$ cat src/rtl/tcp_open_conn_sched.sv
// Serialises open-connection requests from NUM_REQ requesters onto one TCP stack
// port; one request is outstanding at a time and a WAIT timeout turns it into an error reply.
module tcp_open_conn_sched #(
  parameter int unsigned NUM_REQ        = 4,
  parameter logic [31:0] TIME_OUT_CYCLE = 32'h9502_F900
) (
  input  logic                     clk,
  input  logic                     rst_n,
  input  logic [NUM_REQ-1:0]       s_req_valid,
  output logic [NUM_REQ-1:0]       s_req_ready,
  input  logic [NUM_REQ-1:0][47:0] s_req_data,
  output logic                     m_open_valid,
  input  logic                     m_open_ready,
  output logic [47:0]              m_open_data,
  input  logic                     s_status_valid,
  output logic                     s_status_ready,
  input  logic [23:0]              s_status_data,
  output logic [NUM_REQ-1:0]       m_rsp_valid,
  input  logic [NUM_REQ-1:0]       m_rsp_ready,
  output logic [17:0]              m_rsp_data,
  output logic                     busy,
  output logic [15:0]              timeout_cnt,
  output logic [15:0]              drop_cnt
);

  localparam int GW = (NUM_REQ > 1) ? $clog2(NUM_REQ) : 1;
  localparam int SW = GW + 1;

  typedef enum logic [1:0] {ST_IDLE, ST_ISSUE, ST_WAIT, ST_RESP} state_e;

  state_e          state_q, state_d;
  logic [GW-1:0]   grant_q, grant_d;
  logic [GW-1:0]   last_grant_q, last_grant_d;
  logic [47:0]     data_q, data_d;
  logic [17:0]     rsp_q, rsp_d;
  logic [31:0]     timer_q, timer_d;
  logic [15:0]     tcnt_q, tcnt_d;
  logic [15:0]     dcnt_q, dcnt_d;
  logic [31:0]     timer_inc;
  logic [SW-1:0]   rr_sum;
  logic [GW-1:0]   pick_idx;
  logic            pick_found;
  logic            unused_status_bits;

  assign unused_status_bits = ^s_status_data[23:17];

  // Scan offsets from the top down so the smallest offset after last_grant wins.
  always_comb begin
    pick_found = 1'b0;
    pick_idx   = '0;
    rr_sum     = '0;
    for (int i = NUM_REQ; i >= 1; i--) begin
      rr_sum = {1'b0, last_grant_q} + SW'(i);
      if (rr_sum >= SW'(NUM_REQ)) rr_sum = rr_sum - SW'(NUM_REQ);
      if (s_req_valid[rr_sum[GW-1:0]]) begin
        pick_found = 1'b1;
        pick_idx   = rr_sum[GW-1:0];
      end
    end
  end

  always_comb begin
    state_d      = state_q;
    grant_d      = grant_q;
    last_grant_d = last_grant_q;
    data_d       = data_q;
    rsp_d        = rsp_q;
    timer_d      = timer_q;
    tcnt_d       = tcnt_q;
    dcnt_d       = dcnt_q;
    s_req_ready  = '0;
    m_open_valid = 1'b0;
    timer_inc    = timer_q + 32'd1;

    if (s_status_valid && (state_q != ST_WAIT) && (dcnt_q != 16'hFFFF))
      dcnt_d = dcnt_q + 16'd1;

    case (state_q)
      ST_IDLE: begin
        if (pick_found) begin
          s_req_ready[pick_idx] = 1'b1;
          grant_d = pick_idx;
          data_d  = s_req_data[pick_idx];
          state_d = ST_ISSUE;
        end
      end
      ST_ISSUE: begin
        m_open_valid = 1'b1;
        if (m_open_ready) begin
          timer_d = '0;
          state_d = ST_WAIT;
        end
      end
      ST_WAIT: begin
        timer_d = timer_inc;
        // A status landing on the timeout cycle still wins.
        if (s_status_valid) begin
          rsp_d   = {1'b0, s_status_data[16:0]};
          state_d = ST_RESP;
        end else if (timer_inc == TIME_OUT_CYCLE) begin
          rsp_d   = {2'b10, 16'h0000};
          if (tcnt_q != 16'hFFFF) tcnt_d = tcnt_q + 16'd1;
          state_d = ST_RESP;
        end
      end
      ST_RESP: begin
        if (m_rsp_ready[grant_q]) begin
          last_grant_d = grant_q;
          state_d      = ST_IDLE;
        end
      end
      default: state_d = ST_IDLE;
    endcase
  end

  always_ff @(posedge clk or negedge rst_n) begin
    if (!rst_n) begin
      state_q      <= ST_IDLE;
      grant_q      <= '0;
      last_grant_q <= GW'(NUM_REQ - 1);
      data_q       <= '0;
      rsp_q        <= '0;
      timer_q      <= '0;
      tcnt_q       <= '0;
      dcnt_q       <= '0;
    end else begin
      state_q      <= state_d;
      grant_q      <= grant_d;
      last_grant_q <= last_grant_d;
      data_q       <= data_d;
      rsp_q        <= rsp_d;
      timer_q      <= timer_d;
      tcnt_q       <= tcnt_d;
      dcnt_q       <= dcnt_d;
    end
  end

  for (genvar gi = 0; gi < NUM_REQ; gi++) begin : g_rsp_valid
    assign m_rsp_valid[gi] = (state_q == ST_RESP) && (grant_q == GW'(gi));
  end

  assign s_status_ready = 1'b1;
  assign busy           = (state_q != ST_IDLE);
  assign m_open_data    = data_q;
  assign m_rsp_data     = rsp_q;
  assign timeout_cnt    = tcnt_q;
  assign drop_cnt       = dcnt_q;

endmodule

$ cat config.mk
export PLATFORM = sky130hd
export DESIGN_NAME = tcp_open_conn_sched
export DESIGN_NICKNAME = d
export VERILOG_FILES = /design/src/rtl/tcp_open_conn_sched.sv
export SDC_FILE = /design/constraint.sdc
export NUM_CORES = 1
export LEC_CHECK = 0
export CAP_MARGIN = 40
export CORE_MARGIN = 8
export CORE_UTILIZATION = 40
export DETAILED_ROUTE_END_ITERATION = 10
export PLACE_DENSITY_LB_ADDON = 0.25
export SLEW_MARGIN = 20
export SYNTH_ARGS = -nofsm -noshare
export SYNTH_HDL_FRONTEND = slang
export SYNTH_SLANG_ARGS = --single-unit
export TNS_END_PERCENT = 50
$ cat constraint.sdc
create_clock -name clk -period 4 [get_ports clk]
set_input_delay 1 -clock clk [delete_from_list [all_inputs] [get_ports clk]]
set_output_delay 1 -clock clk [all_outputs]
set_load 0.005 [all_outputs]
# == Word level (Yosys, flattened, before mapping) ==
# Index checks and enable logic that the tools add are counted.
# op_classes
addsub,11
magnitude_cmp,11
eq_ne,14
n_mux,39
bitwise_logic,1
reduce_logical,18
# op_table
cell,count
$bmux W48 S2,1
$pmux W32 S2,1
$mux W48,1
$mux W18,2
$add A16 B1 Y16 const B,2
$add A32 B1 Y32 const B,1
$eq A32 B32 Y1 const B,1
$mux W32,1
$ne A16 B16 Y1 const B,2
$mux W2,13
$lt A2 B3 Y1 const B,6
$ge A3 B3 Y1 const B,4
$mux W1,11
$bmux W1 S2,5
$eq A2 B2 Y1 const B,4
$mux W4,2
$ne A2 B2 Y1 const B,4
$pmux W2 S4,1
$reduce_and A2 Y1,4
$reduce_and A4 Y1,2
$sub A2 B1 Y2 const B,4
$logic_and A1 B1 Y1,7
$add A2 B2 Y3 const B,2
$reduce_bool A2 Y1,3
8 further kinds,10
# totals
ff_bits,136
in_bits,228
output_inout_bits,109
wordCells,102

# == Longest topological paths before layout ==
# depth
ltp_word,15
mapped_depth,12
ltp_nobuf,9

# == Worst setup path after synthesis ==
# OpenSTA, ideal clock, no wires.
# synth_path
kind,reg-to-reg
start,reg timer_q[0]
end,"reg tcnt_q[8], in the netlist timeout_cnt[8]"
setup_ns,0.079
t_arrival_ns,3.614
t_required_ns,3.921
path_slack_ns,0.307
stages_incl_launch_ff,12
path_buffers,2
synth_period_minus_slack_ns,3.693
path_cell_list,dfrtp_1 > ha_1 > nand3_1 > nor4_2 > or4b_2 > xnor2_1 > or4_1 > or4_1 > buf_2 > buf_6 > nor3_4 > xor2_1
# synth_between
elab_chain_cells,3
# synth_rtl
item,line_no,source
from (decl),36,"logic [31:0] timer_q, timer_d;"
from (signal assigned),132,timer_q <= timer_d;
$add A32 B1 Y32,73,timer_inc = timer_q + 32'd1;
$eq A32 B32 Y1,100,end else if (timer_inc == TIME_OUT_CYCLE) begin
$reduce_and A4 Y1 (no source line),n/a,
to (signal assigned),133,tcnt_q <= tcnt_d;
to (decl),37,"logic [15:0] tcnt_q, tcnt_d;"
# Every way passes these cells.
# A chain may end at the register's enable or synchronous reset.

# == Worst setup path in the final report ==
# layout_path
start,in s_req_valid[0]
end,out s_req_ready[3]
# layout_between
elab_chain_cells,12
elab_cells_between_ends,23
cone_classes,2 x order compare; 20 x mux; 1 x reduce/logical
# layout_rtl
item,line_no,source
from (decl),9,"input logic [NUM_REQ-1:0] s_req_valid,"
$bmux W1 S2,55,if (s_req_valid[rr_sum[GW-1:0]]) begin
$mux W1 (implied by the code),55,
$mux W2 (4 in a row),55,
$lt A2 B3 Y1 (implied by the code) / $ge A2 B1 Y1 (equally long branches),81,s_req_ready[pick_idx] = 1'b1;
$logic_and A1 B1 Y1 (implied by the code),81,
$mux W1 (implied by the code),81,
$demux W1 S2,81,
$mux W4 *,80,if (pick_found) begin
$mux W4 *,78,case (state_q)
to (decl),10,"output logic [NUM_REQ-1:0] s_req_ready,"
# Every way passes the cells marked *; elsewhere a longest branch is shown, timed or not. The select of a mux whose other input is x is not followed.

==> results.cfg <==
[yosys]
synth_area_um2 = 8325
syn_nets = 1333
ys_warn_count = 0
ys_ff_latch = 136
synthDistinctLibCells = 62
ys_seq_area_share_pct = 40.91
asyncSetResetFlopFracSynth_pct = 100.0
syn_area_per_cell_um2 = 7.589
synth_flop_cell = dfrtp_1
synth_cells = 1097
synth_edf_count = 0

[routing]
drt_first_pass_iters = 7
drcViolationCount = 0
via_per_inst = 5.270
num_vias = 8944
ant_nets = 0
wl_per_cell_um = 18.54
drt_wl_total_um = 31470
drtIter0Drc = 628

[min_path]
hold_end = m_open_data[6]$_DFFE_PN0P_
hold_path_class = flip-flop to flip-flop
worstHoldStart = m_open_data[6]$_DFFE_PN0P_
hold_depth = 2

[cells_and_area]
post-route-util_pct = 61.99
fill_cells = 1790
syn2layout_area_growth_pct = 51.64
layout-drive-gt1-share_pct = 7.947
fin_area_um2 = 12620
final_common_cell = nand2_1
layout.cells.non_filler = 1697
final_cell_mix = nand2_1 (348), clkdlybuf4s50_1 (325), o21ai_0 (164)
nets = 1645

[global_route]
grt_max_degree = 85
grt_pass1_wl_um = 49560
grt_overflow = 0
grt_antenna_before_repair = 5
grt_usage_pct = 24.20
first_global_vias = 8812

[timing]
finalSetupTns_ns = 0
rsz0062_at_grt = no
finalSetupViolCount = 0
max_slew_margin_pct = 47.34
fin_skew_ns = 0.01736
max_freq_mhz = 256.2
slew_violations = 0
hold_viol_final = 0
fin_crit_sh_pct = 97.58
period_needed_ns = 3.903
worst_pin_slew_ns = 0.7898

[setup_path]
required_ns = 3.00
critical_path_class = input pin to output pin
crit_path_start_kind = input pin
cp_max_fo = 5
rr_worst_depth = 9
end_kind = output pin
reg2reg_from = timer_q[15]$_DFFE_PN0P_
rrSetupSlack_ns = 0.22
crit_arrival_ns = 2.90
timing.rr.end = timeout_cnt[9]$_DFFE_PN0P_

[floorplanning]
fp.coreArea_um2 = 20360
die_w_um = 160.3
io_pins = 337
die_area_um2 = 25690
rows = 52
die_height_um = 160.3
initial_core_util_pct = 40.88

[clock_tree]
clk_latency_ns = 0.43
cts_buffers = 17
clock-sinks = 136
path_clk_slew_ns = 0.06
cts_hold_buf = 0
cts_tree = yes
clk_path_buf_depth = 2
htreeDepth = 4
cts_root_buffer = clkbuf_16

[place]
placed_area_um2 = 12020
routabilityCongestion = 0.9104
dp_cells = 1658
hpwl_um = 24260
io_buffers = 328

[outcome]
outcome = finished, final reports clean

[power_and_ir_drop]
p_per_area_nw_per_um2 = 541.0
peakVddDrop_uv = 399.2
power.total_uw = 6831
leakage_uw = 0.005507

[flow_run]
drv_cap = 0
[through the flow]
step,hold slack (ns),setup WS (ns)
after global placement,0.4610,-0.05367
after global routing,0.5029,0.02642
final,0.4752,0.09686
after CTS,0.4824,0.01711
after floorplan,0.4733,0.3066
after detailed placement,0.4688,-0.08323
[registers in the layout, summed over array words and instances, names as in the netlist]
register / flops
drop_cnt: 16
grant_q: 2
last_grant_q: 2
m_open_data: 48
m_rsp_data: 18
state_q: 2
timeout_cnt: 16
timer_q: 32
[layer usage]
metal	track usage [%]	part of all wire, %	routed length [um]	up-vias
li1	-	-	-	4410
met2	40.99	50	15680	340
met5	0	0	0	-
met3	7.609	7.8	2470	55
met1	28.31	40	12450	4139
met4	8.751	2.8	870	0
[critical path, cell delays in order]
cell             delay (ns)
clkdlybuf4s50_1        0.46
o21ai_0                0.17
o21ai_1                0.12
a211o_2                0.43
nor3_2                 0.18
clkdlybuf4s50_1        0.54
[layout make-up]
type	count	area, um^2	area share, %
Inverter	14	52.55	0.4163
Clock inverter	14	100.1	0.7929
Antenna cell	5	12.51	0.09911
Multi-Input combinational cell	869	4611	36.52
Timing Repair Buffer	371	3666	29.04
Tap cell	270	337.8	2.676
Sequential cell	136	3406	26.98
Clock buffer	18	439.2	3.479
[worst max path at each step]
stage | from | end | slack, ns
finish | s_req_valid[0] | s_req_ready[3] | 0.1
global route | s_req_valid[0] | s_req_ready[3] | 0.03
CTS | s_req_valid[0] | s_req_ready[3] | 0.02
detailed placement | s_req_valid[0] | s_req_ready[0] | -0.08
global placement | s_req_valid[0] | s_req_ready[0] | -0.05
floorplan | timer_q[0]$_DFFE_PN0P_ | timeout_cnt[8]$_DFFE_PN0P_ | 0.31
[where the power goes]
part	leakage, uW	internal, uW	total [uW]	switching [uW]
registers	0.00173	1780	2050	277
logic	0.00352	1580	3320	1740
clock network	0.000263	810	1460	646
[synth_stat cells (10+ instances only)]
library cell	count	area (um^2)
inv_1	14	52.55
nor3_1	14	70.07
a21oi_1	14	70.07
and3_1	17	106.4
o21ai_0	165	825.8
xnor2_1	17	148.9
dfrtp_1	134	3353
xor2_1	21	183.9
a22oi_1	18	135.1
nor2_1	34	127.6
or4_1	10	75.07
clkbuf_1	62	232.7
buf_2	11	55.05
nand4_1	16	100.1
nand2_1	349	1310
nand3_1	74	370.4
[kinds of logic after synthesis]
group | synth area share (%)
AOI/OAI and AO/OA | 16.83
xor gates and xnor gates | 3.998
adders and majority gates | 1.202
buffers and inverters | 4.448
DFF | 40.91
muxes | 1.187
other | 0.04504
and+or+nand+nor | 31.38
[repair_timing]
| action | CTS | global route |
|---|---|---|
| resized for setup | 2 | 6 |
| buffers inserted | 1 | 0 |
| pin swaps | 1 | 0 |
| setup endpoints to repair | 2 | 5 |
Note: power is estimated with default switching activity, not from simulation.
